[src/rtl/uart_tx.sv]
// UART transmitter: 8N1 / 8E1 / 8O1 framing with a runtime-selectable bit period.
// Inputs are latched when a request is accepted in IDLE, so the frame in flight cannot be disturbed.
module uart_tx (
    input  logic       clk,
    input  logic       rst,
    input  logic [7:0] P_DATA,
    input  logic       data_valid,
    input  logic       PAR_EN,
    input  logic       PAR_TYP,
    input  logic [5:0] prescale,
    output logic       TX_OUT,
    output logic       busy
);

    // state  | meaning
    // IDLE   | line high, waiting for data_valid
    // START  | start bit (0)
    // DATA   | data bits, LSB first
    // PARITY | parity bit over latched byte
    // STOP   | stop bit (1), then back to IDLE
    typedef enum logic [2:0] {IDLE, START, DATA, PARITY, STOP} state_t;

    state_t     state_q;
    logic [7:0] data_q;
    logic       par_en_q;
    logic       par_typ_q;
    logic [5:0] presc_q;
    logic [5:0] cnt_q;
    logic [5:0] cnt_d;
    logic [2:0] idx_q;
    logic [2:0] idx_d;
    logic       tx_q;
    logic       busy_q;
    logic       bit_end;
    logic       par_bit;

    // A latched prescale of 0 wraps the 6-bit counter, giving a 64-cycle bit.
    assign cnt_d   = cnt_q + 6'd1;
    assign bit_end = (cnt_d == presc_q);
    assign idx_d   = idx_q + 3'd1;
    assign par_bit = par_typ_q ? ~^data_q : ^data_q;

    always_ff @(posedge clk) begin
        if (rst) begin
            state_q   <= IDLE;
            data_q    <= 8'd0;
            par_en_q  <= 1'b0;
            par_typ_q <= 1'b0;
            presc_q   <= 6'd0;
            cnt_q     <= 6'd0;
            idx_q     <= 3'd0;
            tx_q      <= 1'b1;
            busy_q    <= 1'b0;
        end else begin
            case (state_q)
                IDLE: begin
                    cnt_q  <= 6'd0;
                    idx_q  <= 3'd0;
                    tx_q   <= 1'b1;
                    busy_q <= 1'b0;
                    if (data_valid) begin
                        data_q    <= P_DATA;
                        par_en_q  <= PAR_EN;
                        par_typ_q <= PAR_TYP;
                        presc_q   <= prescale;
                        tx_q      <= 1'b0;
                        busy_q    <= 1'b1;
                        state_q   <= START;
                    end
                end
                START: begin
                    if (bit_end) begin
                        cnt_q   <= 6'd0;
                        idx_q   <= 3'd0;
                        tx_q    <= data_q[0];
                        state_q <= DATA;
                    end else begin
                        cnt_q <= cnt_d;
                    end
                end
                DATA: begin
                    if (bit_end) begin
                        cnt_q <= 6'd0;
                        if (idx_q == 3'd7) begin
                            idx_q <= 3'd0;
                            if (par_en_q) begin
                                tx_q    <= par_bit;
                                state_q <= PARITY;
                            end else begin
                                tx_q    <= 1'b1;
                                state_q <= STOP;
                            end
                        end else begin
                            idx_q <= idx_d;
                            tx_q  <= data_q[idx_d];
                        end
                    end else begin
                        cnt_q <= cnt_d;
                    end
                end
                PARITY: begin
                    if (bit_end) begin
                        cnt_q   <= 6'd0;
                        tx_q    <= 1'b1;
                        state_q <= STOP;
                    end else begin
                        cnt_q <= cnt_d;
                    end
                end
                STOP: begin
                    if (bit_end) begin
                        cnt_q   <= 6'd0;
                        tx_q    <= 1'b1;
                        busy_q  <= 1'b0;
                        state_q <= IDLE;
                    end else begin
                        cnt_q <= cnt_d;
                    end
                end
                default: begin
                    cnt_q   <= 6'd0;
                    idx_q   <= 3'd0;
                    tx_q    <= 1'b1;
                    busy_q  <= 1'b0;
                    state_q <= IDLE;
                end
            endcase
        end
    end

    assign TX_OUT = tx_q;
    assign busy   = busy_q;

endmodule

[config.mk]
export PLATFORM = sky130hd
export DESIGN_NAME = uart_tx
export DESIGN_NICKNAME = d
export VERILOG_FILES = /design/src/rtl/uart_tx.sv
export SDC_FILE = /design/constraint.sdc
export NUM_CORES = 1
export LEC_CHECK = 0
export CAP_MARGIN = 20
export CORE_UTILIZATION = 35
export CTS_BUF_LIST = sky130_fd_sc_hd__clkbuf_4
export DETAILED_ROUTE_END_ITERATION = 16
export GPL_TIMING_DRIVEN = 0
export SLEW_MARGIN = 20
export SYNTH_ARGS = -nofsm -noshare
export SYNTH_HDL_FRONTEND = slang
export SYNTH_SLANG_ARGS = --single-unit
[constraint.sdc]
create_clock -name clk -period 5.9 [get_ports clk]
set_clock_uncertainty 0.05 [all_clocks]
set_input_delay 1.18 -clock clk [delete_from_list [all_inputs] [get_ports clk]]
set_output_delay 1.18 -clock clk [all_outputs]
set_load 0.01 [all_outputs]
* Yosys cells after proc, flatten, opt, wreduce, memory -nomap -nowiden
Cells that the tools add are included.
** Word-level totals
- Logic and storage cells :: 64
- Bits of input ports :: 19
- Bits in registers :: 30
** Operators by class
- Equality and inequality tests :: 13
- $add $sub $neg :: 2
- Magnitude comparators :: 1
- Multiplexer cells :: 24
- Reduce and logical (&&, ||, !) cells :: 12
- Bitwise logic cells :: 3
** Operators by type and width (count)
- $mux W3 :: 9
- $pmux W3 S5 :: 1
- $ne A2 B2 Y1 const B :: 6
- $mux W1 :: 10
- $pmux W3 S3 :: 1
- $reduce_xnor A8 Y1 :: 1
- $reduce_xor A8 Y1 :: 1
- $add A6 B1 Y6 const B :: 1
- $eq A3 B2 Y1 const B :: 2
- $eq A3 B3 Y1 const B :: 2
- $eq A6 B6 Y1 :: 1
- $reduce_and A3 Y1 :: 2
- $reduce_and A6 Y1 :: 1
- $reduce_or A3 Y1 :: 2
- $lt A3 B4 Y1 const B :: 1
- $pmux W1 S4 :: 1
- $reduce_and A2 Y1 :: 2
- $reduce_or A4 Y1 :: 1
- $add A3 B1 Y3 const B :: 1
- $bmux W1 S3 :: 1
- $eq A3 B1 Y1 const B :: 1
- $logic_not A3 Y1 :: 1
- $not A1 Y1 :: 3
- $pmux W1 S3 :: 1
- 2 further kinds :: 2

* Logic depth before layout (Yosys ltp)
Gate-level depths: netlist (run 1).
- Word-level depth :: 6
- Depth in mapped cells :: 8
- Gate-level depth less buffers :: 7

* Worst setup path after synthesis (run 1)
No wires, ideal clock.
- Path kind :: register -> register
- From :: register idx_q[0]
- To :: register tx_q, in the netlist TX_OUT
- Slack :: 3621 ps
- Period minus slack after synthesis :: 2279 ps
- Cell stages (with the launch flop) :: 8
- Setup time :: 122 ps
- Arrival :: 2107 ps
- Path through :: dfxtp_1 > ha_1 > ha_1 > mux4_1 > mux2_2 > o21ai_2 > a31oi_1 > o32a_1
** On the way
- Cells in the longest elaborated chain, start to end :: 6
** RTL lines
- from (decl) :: line 30 : logic [2:0] idx_q;
- from (signal assigned) :: line 94 : idx_q <= idx_d;
- $add A3 B1 Y3 :: line 40 : assign idx_d = idx_q + 3'd1;
- $bmux W1 S3 :: line 95 : tx_q <= data_q[idx_d];
- $mux W1 (implied by the code) :: line 95
- $mux W1 (*) :: line 84 : if (idx_q == 3'd7) begin
- $mux W1 (*) :: line 82 : if (bit_end) begin
- $pmux W1 S4 (*) :: line 55 : case (state_q)
- to (signal assigned) :: line 75 : tx_q <= data_q[0];
- to (signal assigned) :: line 87 : tx_q <= par_bit;
- to (signal assigned) :: line 95
- to (decl) :: line 32 : logic tx_q;
Mark *: on every way between the ends. The rest lies on a longest branch, timed or not. The select of a mux whose other input is x is not followed.
A chain may end at the register's enable or synchronous reset.

* Final worst setup path (run 1)
- From :: input port data_valid
- To :: register par_en_q
** On the way
- Cells in the longest elaborated chain, start to end :: 1
** RTL lines
- from (decl) :: line 7 : input logic data_valid,
- $reduce_and A2 Y1 (no line)
- to (signal assigned) :: line 47 : par_en_q <= 1'b0;
- to (signal assigned) :: line 63 : par_en_q <= PAR_EN;
- to (decl) :: line 25 : logic par_en_q;
Every way passes these cells.

==> impl_metrics.env, run 1 <==
export IMPL_final_max_slew_viol_count=0
export IMPL_clk_latency_ps=330
export IMPL_cts_buffers_inserted=5
export IMPL_rr_startpoint="idx_q[0]"
export IMPL_syn_instance_count=180
export IMPL_cpMaxStageDelayCell="clkdlybuf4s50_1"
export IMPL_reg2reg_to="TX_OUT"
export IMPL_synthXorXnorAreaFrac=0.124
export IMPL_whs_ps=423
export IMPL_crit_arrival_ps=2690
export IMPL_whs_endpoint="presc_q[5]"
export IMPL_cts_hold_buffers=0
export IMPL_cts_resized=0
export IMPL_syn_area_sq_um=1530
export IMPL_die_w_um=68.2
export IMPL_ys_flop_type="dfxtp_1"
export IMPL_ir_drop_mv=0.106
export IMPL_antenna_found_initial=0
export IMPL_synth_cell_types=40
export IMPL_synth_adder_area_share=0.0245
export IMPL_first_global_vias=1213
export IMPL_clk_path_buf_depth=2
export IMPL_track_usage=0.161
export IMPL_multi_input_area_sq_um=882
export IMPL_crit_required_ps=6100
export IMPL_wl_per_cell_um=12.0
export IMPL_min_delay_start="presc_q[5]"
export IMPL_n_antenna_cell=0
export IMPL_period_share=0.421
export IMPL_worst_slack_ps=3420
export IMPL_critPathMaxFanout=10
export IMPL_max_stage_delay_ps=560
export IMPL_routed_via_density=5.04
export IMPL_synth_top_family_by_area="simple AND/OR/NAND/NOR gates"
export IMPL_pre_cts_slack_ps=3060
export IMPL_fmax_mhz=403
export IMPL_clock_sinks=30
export IMPL_powerDensity_nw_per_um2=251
export IMPL_synth_edff_count=0
export IMPL_drc=0
export IMPL_grt_max_degree=11
export IMPL_num_vias=1300
export IMPL_worst_slew_pin_slew_ps=596
export IMPL_drtAntennaViolNets=0
export IMPL_nets=229
export IMPL_synth_seq_cells=30
export IMPL_path_class="input port to register"
export IMPL_finalSetupTns_ps=0
export IMPL_gp_routability_congestion=0.864
export IMPL_synth_top_area_share=0.392
export IMPL_cts_setup_buffers=0
export IMPL_relSlewSlack=0.600
export IMPL_hpwl_mm=2.32
export IMPL_yosysWarnings=0
export IMPL_io_buffers=20
export IMPL_row_count=23
export IMPL_cp_start_kind="input port"
export IMPL_drtIter0Drc=77
export IMPL_crit_chain="clkdlybuf4s50_1 > and3_1 > clkbuf_1 > buf_2 > nand2_1 > a21oi_1"
export IMPL_core_sq_um=4120
export IMPL_post_route_min_period_ps=2480
export IMPL_n_fill_cell=440
export IMPL_seq_area_sq_um=601
export IMPL_hold_violations=0
export IMPL_layout_common_cells="nand2_1 (40), dfxtp_1 (30), a21oi_1 (21)"
export IMPL_status="complete, no violations"
export IMPL_cts_tree="done"
export IMPL_power_mw=0.472
export IMPL_globalRouteOverflowTotal=0
export IMPL_final_common_cell="nand2_1"
export IMPL_synth_compound_area_frac=0.158
export IMPL_cts_root_buf="clkbuf_4"
export IMPL_rsz0062_at_grt="no"
export IMPL_die_h_um=68.2
export IMPL_ios=21
export IMPL_ys_seq_area_frac=0.392
export IMPL_setup_viol=0
export IMPL_synthTopCellsByArea="dfxtp_1 (39%), nand2_1 (9.8%), xnor2_1 (7.4%)"
export IMPL_drv_cap=0
export IMPL_yosys_area_top_type="dfxtp_1"
export IMPL_r2r_slack_ps=3500
export IMPL_dieArea_sq_um=4650
export IMPL_whs_path_depth=2
export IMPL_reg2reg_depth=7
export IMPL_async_reset_ff_frac=0
export IMPL_synth_nets=202
export IMPL_area_delta_synth_final_pct=22.5
export IMPL_clk_pin_slew_ps=100
export IMPL_synth_avg_cell_area_sq_um=8.52
export IMPL_grt_first_pass_wirelength_mm=5.49
export IMPL_yosys_area_share_simple=0.220
export IMPL_drive_above_1_share=0.0865
export IMPL_dr_pass1_iters=4
export IMPL_hold_path_class="register to register"
export IMPL_muxShareOfSynthArea=0.0490
export IMPL_finalWirelength_mm=3.10
export IMPL_cp_end_kind="register"
export IMPL_start_util=0.372
export IMPL_power_leakage_nw=0.694
export IMPL_h_tree_depth=2
report_power, final:
| part | switching (mW) | total [mW] | leakage (nW) | internal [mW] |
|---|---|---|---|---|
| clock | 0.0694 | 0.168 | 0.0463 | 0.0991 |
| sequential | 0.00877 | 0.222 | 0.245 | 0.213 |
| combinational | 0.0393 | 0.0817 | 0.402 | 0.0424 |
worst max path at each step:
stage                     startpoint        to  slack (ps)  cells past startpoint
final                     data_valid  par_en_q        3420                      6
after global placement    data_valid  par_en_q        3070                      6
after CTS                 data_valid  par_en_q        3400                      6
after detailed placement  data_valid  par_en_q        3060                      6
after floorplan             idx_q[0]    TX_OUT        3620                      7
after global routing      data_valid  par_en_q        3210                      6
final cells by class:
| class | instances | share of cell area |
|---|---|---|
| multi-input cells | 138 | 0.470 |
| flip-flops and latches | 30 | 0.320 |
| repair buffers | 20 | 0.107 |
| well taps | 50 | 0.0333 |
| clock buffers | 7 | 0.0280 |
| plain buffers | 8 | 0.0187 |
| clock inverters | 1 | 0.0160 |
| inverters | 4 | 0.00799 |
logic make-up (layout without fill, tap and decap cells):
family                   count (synthesis)  after routing
AO/OA/AOI/OAI                           40             40
XOR/XNOR                                20             20
adder cells (fa/ha/maj)                  3              3
buffers and inverters                   12             40
flip-flops                              30             30
multiplexers                             4              4
AND/OR/NAND/NOR                         71             71
critical path, delay by kind of cell:
family                 cells  cell delay (ps)
AO/OA/AOI/OAI              1              120
AND/OR/NAND/NOR            2              270
buffers and inverters      3             1120
layer usage:
layer / wire [um] / vias to the layer above / GRT usage
met5: 0 / - / 0
met3: 112 / 6 / 0.0350
li1: - / 680 / -
met1: 1580 / 586 / 0.217
met2: 1350 / 28 / 0.241
met4: 55 / 0 / 0.0781
cell usage after synthesis, types with 3 or more instances:
cell type and n:
nand2_1 40, dfxtp_1 30, a21oi_1 21, xnor2_1 13, nor2_1 12, clkbuf_1 6, xor2_1 6, a31oi_1 5
nand3_1 4, and3_1 3, ha_1 3, inv_1 3, o21ai_0 3
registers in the layout, summed over array words and instances (netlist names):
name       count
state_q        3
idx_q          3
cnt_q          6
TX_OUT         1
busy           1
presc_q        6
par_en_q       1
par_typ_q      1
data_q         8
stage by stage:
step / cell area [sq um] / cells / utilization
2_1_floorplan: 1530 / 180 / -
3_3_place_gp: 1800 / 250 / 0.436
3_5_place_dp: 1800 / 250 / 0.436
4_1_cts: 1880 / 258 / 0.456
5_1_grt: 1880 / 258 / 0.456
6_report: 1880 / 258 / 0.456
(Power assumes the default switching activity.)
==> inputs of run 2 (changes only) <==
clock period = 2.3 ns   (was 5.9 ns; I/O delays follow)
==> impl_metrics.env, run 2 (synthesis gave the netlist of run 1 again) <==
export IMPL_crit_arrival_ps=2400
export IMPL_cts_buffers_inserted=5
export IMPL_final_cell_area_sq_um=1900
export IMPL_power_frac_comb=0.173
export IMPL_clock_sinks=30
export IMPL_ios=21
export IMPL_antenna_found_initial=0
export IMPL_path_class="register to register"
export IMPL_cp_end_kind="register"
export IMPL_ir_drop_mv=0.270
export IMPL_die_w_um=68.2
export IMPL_grt_first_pass_wirelength_mm=5.57
export IMPL_p_switching_mw=0.300
export IMPL_routed_via_density=5.04
export IMPL_crit_chain="ha_2 > ha_4 > mux4_1 > mux2_2 > o21ai_2 > a31oi_1 > o32a_1"
export IMPL_cp_buffers_inverters=0
export IMPL_power_mw=1.21
export IMPL_cts_root_buf="clkbuf_4"
export IMPL_cts_hold_buffers=0
export IMPL_globalRouteOverflowTotal=0
export IMPL_r2r_slack_ps=70
export IMPL_largestRegisters="data_q x8, cnt_q x6, presc_q x6"
export IMPL_dr_pass1_iters=4
export IMPL_dieArea_sq_um=4650
export IMPL_drtIter0Drc=88
export IMPL_rsz0062_at_grt="no"
export IMPL_min_delay_start="presc_q[5]"
export IMPL_critPathMaxFanout=3
export IMPL_hpwl_mm=2.32
export IMPL_drv_cap=0
export IMPL_wl_per_cell_um=12.1
export IMPL_whs_endpoint="presc_q[5]"
export IMPL_p_sw_frac=0.249
export IMPL_n_antenna_cell=0
export IMPL_drc=0
export IMPL_rr_startpoint="idx_q[0]"
export IMPL_whs_ps=422
export IMPL_die_h_um=68.2
export IMPL_core_sq_um=4120
export IMPL_hold_violations=0
export IMPL_place_area_sq_um=1800
export IMPL_setup_viol=0
export IMPL_power_leakage_nw=0.688
export IMPL_drtAntennaViolNets=0
export IMPL_hold_path_class="register to register"
export IMPL_period_share=0.970
export IMPL_relSlewSlack=0.597
export IMPL_row_count=23
export IMPL_finalWirelength_mm=3.13
export IMPL_cts_tree="done"
export IMPL_area_delta_synth_final_pct=24.1
export IMPL_clk_pin_slew_ps=100
export IMPL_largest_reg_flops=8
export IMPL_num_vias=1305
export IMPL_fmax_mhz=448
export IMPL_drive_above_1_share=0.115
export IMPL_reg2reg_to="TX_OUT"
export IMPL_start_util=0.372
export IMPL_power_frac_seq=0.470
export IMPL_track_usage=0.164
export IMPL_max_stage_delay_ps=530
export IMPL_worst_slew_pin_slew_ps=599
export IMPL_intPower_mw=0.909
export IMPL_cpMaxStageDelayCell="mux4_1"
export IMPL_nets=230
export IMPL_power_frac_clock=0.357
export IMPL_h_tree_depth=2
export IMPL_gp_routability_congestion=0.864
export IMPL_final_common_cell="nand2_1"
export IMPL_first_global_vias=1235
export IMPL_clk_path_buf_depth=2
export IMPL_cpLargestDelayFamily="multiplexers"
export IMPL_whs_path_depth=2
export IMPL_clk_latency_ps=320
export IMPL_powerDensity_nw_per_um2=636
export IMPL_layout_common_cells="nand2_1 (40), dfxtp_1 (28), a21oi_1 (21)"
export IMPL_grt_max_degree=11
export IMPL_io_buffers=20
export IMPL_finalSetupTns_ps=0
export IMPL_status="complete, no violations"
export IMPL_final_max_slew_viol_count=0
export IMPL_post_route_min_period_ps=2230
export IMPL_crit_required_ps=2470
export IMPL_cp_start_kind="register"
export IMPL_reg2reg_depth=7
export IMPL_regMostFlops="data_q"
==> run 2: cell types whose count changed in the layout (fill, tap and decap cells not counted) <==
cell,previous run,this run
mux4_1,2,1
dfxtp_2,0,1
dfxtp_4,0,1
ha_2,0,1
dfxtp_1,30,28
mux4_2,0,1
buf_4,1,2
ha_1,3,1
ha_4,0,1
==> run 2: final cells by class <==
cell class              instances  area [sq um]
flip-flops and latches         30           606
multi-input cells             138           893
inverters                       4          15.0
repair buffers                 21           208
clock buffers                   7          52.6
clock inverters                 1          30.0
plain buffers                   8          35.0
fillers                       436          2210
well taps                      50          62.6
==> run 2: routing by layer <==
layer	routed length, um	part of all wire	GRT usage	up-vias
li1	-	-	-	682
met1	1600	0.51	0.218	591
met2	1360	0.44	0.250	26
met3	103	0.033	0.0350	6
met4	57	0.018	0.0781	0
met5	0	0	0	-
==> run 2: how the worst max path moves through the flow <==
stage | slack (ps) | endpoint | depth (start not counted) | start
finish | 70 | TX_OUT | 7 | idx_q[0]
global route | 20 | TX_OUT | 7 | idx_q[0]
CTS | 4 | TX_OUT | 7 | idx_q[1]
detailed placement | -120 | TX_OUT | 7 | idx_q[0]
global placement | -100 | TX_OUT | 7 | idx_q[0]
floorplan | 20 | TX_OUT | 7 | idx_q[0]
==> run 2: tightest hold or removal path, stage by stage, from the launching register on <==
cell and delay [ps]:
dfxtp_1 330, nand2_1 50, a21oi_1 50
==> run 2: per-stage QoR <==
step                      instances  setup slack, ps  utilization
after floorplan                 180             21.4            -
after global placement          250             -102        0.436
after detailed placement        250             -122        0.436
after CTS                       259             4.17        0.463
after global routing            259             16.8        0.462
final                           259             68.6        0.462
==> run 2: repair_timing <==
| item | 4_1_cts | 5_1_grt |
|---|---|---|
| pin swaps | 0 | 2 |
| setup endpoints to repair | 1 | 1 |
| buffers inserted | 1 | 0 |
| resized for setup | 4 | 2 |
==> run 2: power groups by stage <==
stage          combinational (mW)  sequential (mW)  clock [mW]
4_1_cts                     0.213            0.568       0.445
5_1_grt                     0.239            0.573       0.469
3_5_place_dp                0.212            0.582           0
2_1_floorplan               0.142            0.578           0
3_3_place_gp                0.212            0.582           0
6_report                    0.210            0.568       0.431
